### src/rtl/bch_chien_search_pkg.sv
// GF(2^m) definitions shared by the BCH syndrome, Berlekamp-Massey and Chien stages.
// Tables and constant multipliers are resolved at elaboration time.
package bch_chien_search_pkg;
  localparam int m  = 4;
  localparam int n  = (1 << m) - 1;
  localparam int t  = 2;
  localparam int t2 = 2 * t;

  localparam logic [m:0] PRIM_POLY = 5'b10011;  // x^4 + x + 1

  typedef logic [m-1:0] data_t;
  typedef data_t [n:0]  gf_tab_t;

  typedef enum logic [1:0] {
    IDLE   = 2'd0,
    SEARCH = 2'd1,
    DONE   = 2'd2
  } chien_state_t;

  localparam data_t PRIM_RED = PRIM_POLY[m-1:0];

  // Polynomial-basis multiply: shift-and-add with modular reduction.
  function automatic data_t gf_mul(input data_t a, input data_t b);
    data_t p;
    data_t aa;
    p  = '0;
    aa = a;
    for (int k = 0; k < m; k++) begin
      if (b[k]) p = p ^ aa;
      aa = aa[m-1] ? ((aa << 1) ^ PRIM_RED) : (aa << 1);
    end
    return p;
  endfunction

  function automatic data_t alpha_pow(input int e);
    data_t r;
    r = data_t'(1);
    for (int k = 0; k < (e % n); k++) r = gf_mul(r, data_t'(2));
    return r;
  endfunction

  function automatic gf_tab_t gen_alpha_to();
    gf_tab_t tab;
    for (int k = 0; k < n; k++) tab[k] = alpha_pow(k);
    tab[n] = '0;
    return tab;
  endfunction

  // Index n stands in for log(0).
  function automatic gf_tab_t gen_index_of();
    gf_tab_t tab;
    tab    = '0;
    tab[0] = data_t'(n);
    for (int k = 0; k < n; k++) tab[alpha_pow(k)] = data_t'(k);
    return tab;
  endfunction

  localparam gf_tab_t ALPHA_TO = gen_alpha_to();
  localparam gf_tab_t INDEX_OF = gen_index_of();
endpackage

### src/rtl/bch_chien_term.sv
// One Chien term register T_i: loaded as lambda_i * alpha^(i*(n-N_CODE+1)),
// then stepped by alpha^i each search cycle.
module bch_chien_term
  import bch_chien_search_pkg::*;
#(
  parameter int I      = 0,
  parameter int N_CODE = n
) (
  input  logic  iclk,
  input  logic  ireset,
  input  logic  iload,
  input  logic  ien,
  input  data_t ilambda,
  output data_t oterm
);
  // Load offset skips the positions removed by shortening.
  localparam data_t LOAD_C = ALPHA_TO[(I * (n - N_CODE + 1)) % n];
  localparam data_t STEP_C = ALPHA_TO[I % n];

  data_t term;

  always_ff @(posedge iclk or negedge ireset) begin
    if (!ireset)    term <= '0;
    else if (iload) term <= gf_mul(ilambda, LOAD_C);
    else if (ien)   term <= gf_mul(term, STEP_C);
  end

  assign oterm = term;
endmodule

### src/rtl/bch_chien_search.sv
// Serial Chien search: one codeword position per clock, highest index first,
// followed by a root-count / decoder-fail report.
module bch_chien_search
  import bch_chien_search_pkg::*;
#(
  parameter int N_CODE = n
) (
  input  logic          iclk,
  input  logic          ireset,
  input  logic          iloc_poly_val,
  input  data_t [t:0]   iloc_poly,
  input  data_t         iloc_poly_deg,
  input  logic          iloc_failed,
  output logic          obusy,
  output logic          oerr_val,
  output logic          oerr,
  output logic          osop,
  output logic          oeop,
  output logic          odone,
  output data_t         oerr_cnt,
  output logic          odecfail
);
  localparam data_t LAST = data_t'(N_CODE - 1);

  chien_state_t state;
  data_t [t:0]  term;
  data_t        sum;
  data_t        step;
  data_t        root_cnt;
  data_t        deg_q;
  logic         failed_q;
  logic         load;
  logic         en;
  logic         zero;

  assign load = (state == IDLE) && iloc_poly_val;
  assign en   = (state == SEARCH);

  for (genvar i = 0; i <= t; i++) begin : g_term
    bch_chien_term #(.I(i), .N_CODE(N_CODE)) u_term (
      .iclk    (iclk),
      .ireset  (ireset),
      .iload   (load),
      .ien     (en),
      .ilambda (iloc_poly[i]),
      .oterm   (term[i])
    );
  end

  always_comb begin
    sum = '0;
    for (int i = 0; i <= t; i++) sum = sum ^ term[i];
  end

  assign zero = (sum == '0);

  always_ff @(posedge iclk or negedge ireset) begin
    if (!ireset) begin
      state    <= IDLE;
      obusy    <= 1'b0;
      oerr_val <= 1'b0;
      oerr     <= 1'b0;
      osop     <= 1'b0;
      oeop     <= 1'b0;
      odone    <= 1'b0;
      oerr_cnt <= '0;
      odecfail <= 1'b0;
      step     <= '0;
      root_cnt <= '0;
      deg_q    <= '0;
      failed_q <= 1'b0;
    end else begin
      case (state)
        IDLE: begin
          odone    <= 1'b0;
          oerr_val <= 1'b0;
          oerr     <= 1'b0;
          osop     <= 1'b0;
          oeop     <= 1'b0;
          if (iloc_poly_val) begin
            obusy    <= 1'b1;
            deg_q    <= iloc_poly_deg;
            failed_q <= iloc_failed;
            root_cnt <= '0;
            step     <= '0;
            state    <= SEARCH;
          end
        end
        SEARCH: begin
          oerr_val <= 1'b1;
          oerr     <= zero;
          osop     <= (step == '0);
          oeop     <= (step == LAST);
          if (zero) root_cnt <= root_cnt + data_t'(1);
          step <= step + data_t'(1);
          if (step == LAST) state <= DONE;
        end
        DONE: begin
          // Results latch here and hold until the next search completes.
          oerr_val <= 1'b0;
          oerr     <= 1'b0;
          osop     <= 1'b0;
          oeop     <= 1'b0;
          odone    <= 1'b1;
          obusy    <= 1'b0;
          oerr_cnt <= root_cnt;
          odecfail <= failed_q | (root_cnt != deg_q);
          state    <= IDLE;
        end
        default: state <= IDLE;
      endcase
    end
  end
endmodule
### config.mk
export PLATFORM = sky130hd
export DESIGN_NAME = bch_chien_search
export DESIGN_NICKNAME = d
export VERILOG_FILES = /design/src/rtl/bch_chien_search_pkg.sv /design/src/rtl/bch_chien_term.sv /design/src/rtl/bch_chien_search.sv
export SDC_FILE = /design/constraint.sdc
export NUM_CORES = 1
export LEC_CHECK = 0
export CORE_MARGIN = 5
export CORE_UTILIZATION = 47
export CTS_CLUSTER_DIAMETER = 60
export DETAILED_ROUTE_END_ITERATION = 6
export GPL_ROUTABILITY_DRIVEN = 0
export PLACE_DENSITY = 0.75
export SLEW_MARGIN = 40
export SYNTH_ARGS = -nofsm -noshare
export SYNTH_HDL_FRONTEND = slang
export SYNTH_SLANG_ARGS = --single-unit
### constraint.sdc
create_clock -name iclk -period 1.65 [get_ports iclk]
set_clock_uncertainty 0.2 [all_clocks]
set_input_delay 0.2475 -clock iclk [delete_from_list [all_inputs] [get_ports iclk]]
set_output_delay 0.2475 -clock iclk [all_outputs]
set_load 0.01 [all_outputs]
==> results.ini <==
[floorplanning]
dieArea_um2 = 5301
rows = 22
core_um2 = 3744
die_h_um = 72.81
initial_core_util_pct = 49.53
io_pins = 31
die_w_um = 72.81

[synthesis]
yosysUniqueCellTypes = 37
syn_inst = 180
syn_area_per_cell_um2 = 10.30
yosysTopAreaCellShare_pct = 51.28
ys_warn_count = 0
synthTopCellsByArea = dfrtp_1 51%, nand2_1 11%, xnor2_1 4.3%
syn_nets = 204
ys_seq_area_share_pct = 51.28
synth_top_cell_by_area = dfrtp_1
synth-seq-cells = 38
syn_area_um2 = 1854

[routing]
drtIter0Drc = 107
ant_nets = 0
routed_via_density = 5.215
drt_first_pass_iters = 4
vias = 1455
drc = 0
wirelength_mm = 4.011
wire_per_inst_um = 14.38

[place]
hpwlAfterDp_mm = 2.849
io_buffers = 30
dp_cells = 267
place_ws_ns = -0.2845
place_area_um2 = 2300

[timing]
slew_violations = 0
fmax_ghz = 0.5711
rsz0062_at_grt = yes
timing.final.crit_share_pct = 106.1
slew_headroom_pct = 77.82
min_period_ns = 1.751
hold_viol_final = 0
holdWs_ns = 0.1228
worst_pin_slew_ns = 0.3326
setup_viol = 5
setup_tns_ns = -0.2154
worst_slack_ns = -0.1009

[pwr]
p_total_mw = 4.427
clockPowerShare_pct = 15.1
p_int_mw = 2.827
pwr-share-seq_pct = 37.7
leakagePower_nw = 1.218
switching_share_pct = 36.15
peakVddDrop_uv = 970.7
power.share.combinational_pct = 47.3
powerDensity_nw_per_um2 = 1798
p_sw_mw = 1.600

[clock_network]
clk_pin_slew_ns = 0.08
clock_latency_ns = 0.29
clockRootBuffer = clkbuf_8
numCtsBuffers = 5
cts_tree = built
clockBufferDepth = 2
numClockSinks = 38
ctsHoldBuffers = 0
h-tree-depth = 2

[cells_and_area]
final_core_util_pct = 65.78
drive_gt1_share_pct = 17.75
fin_nets = 254
area_growth_pct = 32.79
diodes = 0
num-fill-cells = 292
design_area_um2 = 2462
final_cells = 279

[worst_setup_path]
cpPeakStageDelay_ns = 0.44
cp_max_fo = 5
worstPathCellList = xnor3_4, nand4_4, or4_1, nand3_1
critical_path_class = flip-flop to flip-flop
crit_path_end_kind = flip-flop
start_kind = flip-flop
critPathArrivalTime_ns = 1.77
slowest_stage = xnor3_4
required_ns = 1.67

[grt]
grt_pass1_wl_mm = 6.555
track_usage_pct = 15.91
grt_antenna_before_repair = 0
overflow = 0
grt_pass1_vias = 1459
grt_max_degree = 39

[job]
drv_cap = 0

[min_path]
hold_path_class = input port to async pin

[status]
violations = setup timing
status = finished, violations left

## layer usage
metal | routed length, µm | vias up | global-route usage (%)
met4 | 78 | 0 | 6.762
li1 | - | 705 | -
met3 | 194 | 11 | 4.132
met5 | 0 | - | 0
met2 | 2023 | 37 | 25.95
met1 | 1714 | 702 | 19.91
## placed cells by master (no fill, tap or decap), types with 2 or more instances in the layout
cell | netlist | layout
a21oi_1 | 3 | 3
a22oi_1 | 5 | 5
a31oi_1 | 2 | 2
and2_1 | 2 | 2
and3_1 | 2 | 2
buf_4 | 0 | 19
clkbuf_8 | 2 | 6
clkdlybuf4s50_1 | 0 | 19
dfrtp_1 | 38 | 38
dlygate4sd2_1 | 0 | 3
dlymetal6s2s_1 | 0 | 8
ha_1 | 4 | 4
inv_1 | 6 | 6
mux2_2 | 4 | 4
mux2i_1 | 2 | 2
nand2_1 | 53 | 53
nand3_1 | 8 | 8
nor2_1 | 3 | 3
nor2b_1 | 2 | 2
o211ai_1 | 3 | 3
o21ai_0 | 9 | 9
xnor2_1 | 9 | 9
xnor3_2 | 3 | 3
## layout make-up
cell class,count,area [µm²],share of cell area (%)
well taps,48,60.06,2.439
repair buffers,51,490.5,19.92
flip-flops and latches,38,950.9,38.62
multi-input cells,128,843.3,34.25
clock buffers,6,82.58,3.354
clock inverters,2,12.51,0.5081
inverters,6,22.52,0.9146
## worst max-delay path, delay by kind of cell (launching register included)
family	cells	cell delay (ns)
XOR/XNOR	1	0.44
AND/OR/NAND/NOR	3	0.66
flip-flops	1	0.38
## kinds of logic after synthesis
| kind of cell | after synthesis | synth area share [%] |
|---|---|---|
| AND/OR/NAND/NOR | 80 | 20.38 |
| flip-flops | 38 | 51.28 |
| multiplexers | 6 | 3.509 |
| buffers and inverters | 14 | 4.183 |
| XOR/XNOR | 14 | 9.987 |
| AO/OA/AOI/OAI | 24 | 7.962 |
| adder cells (fa/ha/maj) | 4 | 2.699 |
## synth_stat cells
cell and count:
a21boi_0 1, a21oi_1 3, a22oi_1 5, a31oi_1 2, and2_1 2, and3_1 2
buf_1 1, buf_2 1, clkbuf_1 3, clkbuf_4 1, clkbuf_8 2, dfrtp_1 38
ha_1 4, inv_1 6, mux2_2 4, mux2i_1 2, nand2_1 53, nand2b_1 1
nand3_1 8, nand3b_1 1, nand4_1 1, nand4_4 1, nor2_1 3, nor2b_1 2
nor3_1 1, nor3b_2 1, nor4_1 1, nor4b_1 1, o211ai_1 3, o21ai_0 9
o31ai_1 1, or3b_1 1, or4_1 1, xnor2_1 9, xnor3_2 3, xnor3_4 1
xor2_1 1
## power by group through the flow
stage / registers (mW) / logic, mW / clock network, mW
2_1_floorplan: 1.63 / 1.33 / 0
3_3_place_gp: 1.64 / 1.88 / 0
3_5_place_dp: 1.67 / 1.99 / 0
4_1_cts: 1.66 / 2.05 / 0.690
5_1_grt: 1.72 / 2.28 / 0.728
6_report: 1.67 / 2.09 / 0.666
## registers in the layout, indices dropped and copies added, names as in the netlist, 2 cells and up
signal	cells
g_term.u_term.oterm	12
step	4
state	2
root_cnt	4
oerr_cnt	4
deg_q	4
## final timing paths
path	from	end	slack, ns	cells after the start
setup reg to reg	g_term[0].u_term.oterm[0]	root_cnt[3]	-0.10	4
setup / recovery	g_term[0].u_term.oterm[0]	root_cnt[3]	-0.10	4
max in group asynchronous	ireset	odone	0.93	2
min in group iclk	odecfail	odecfail	0.27	2
hold reg to reg	odecfail	odecfail	0.27	2
hold / removal	ireset	g_term[0].u_term.oterm[2]	0.12	2
## repair_timing
item | in CTS | in global routing
pin swaps | 2 | 1
endpoints found under the hold margin | 0 | 0
endpoints found under the setup margin | 6 | 15
gates resized for setup | 4 | 11
setup buffers | 2 | 2
Note: power is estimated with default switching activity, not from simulation.
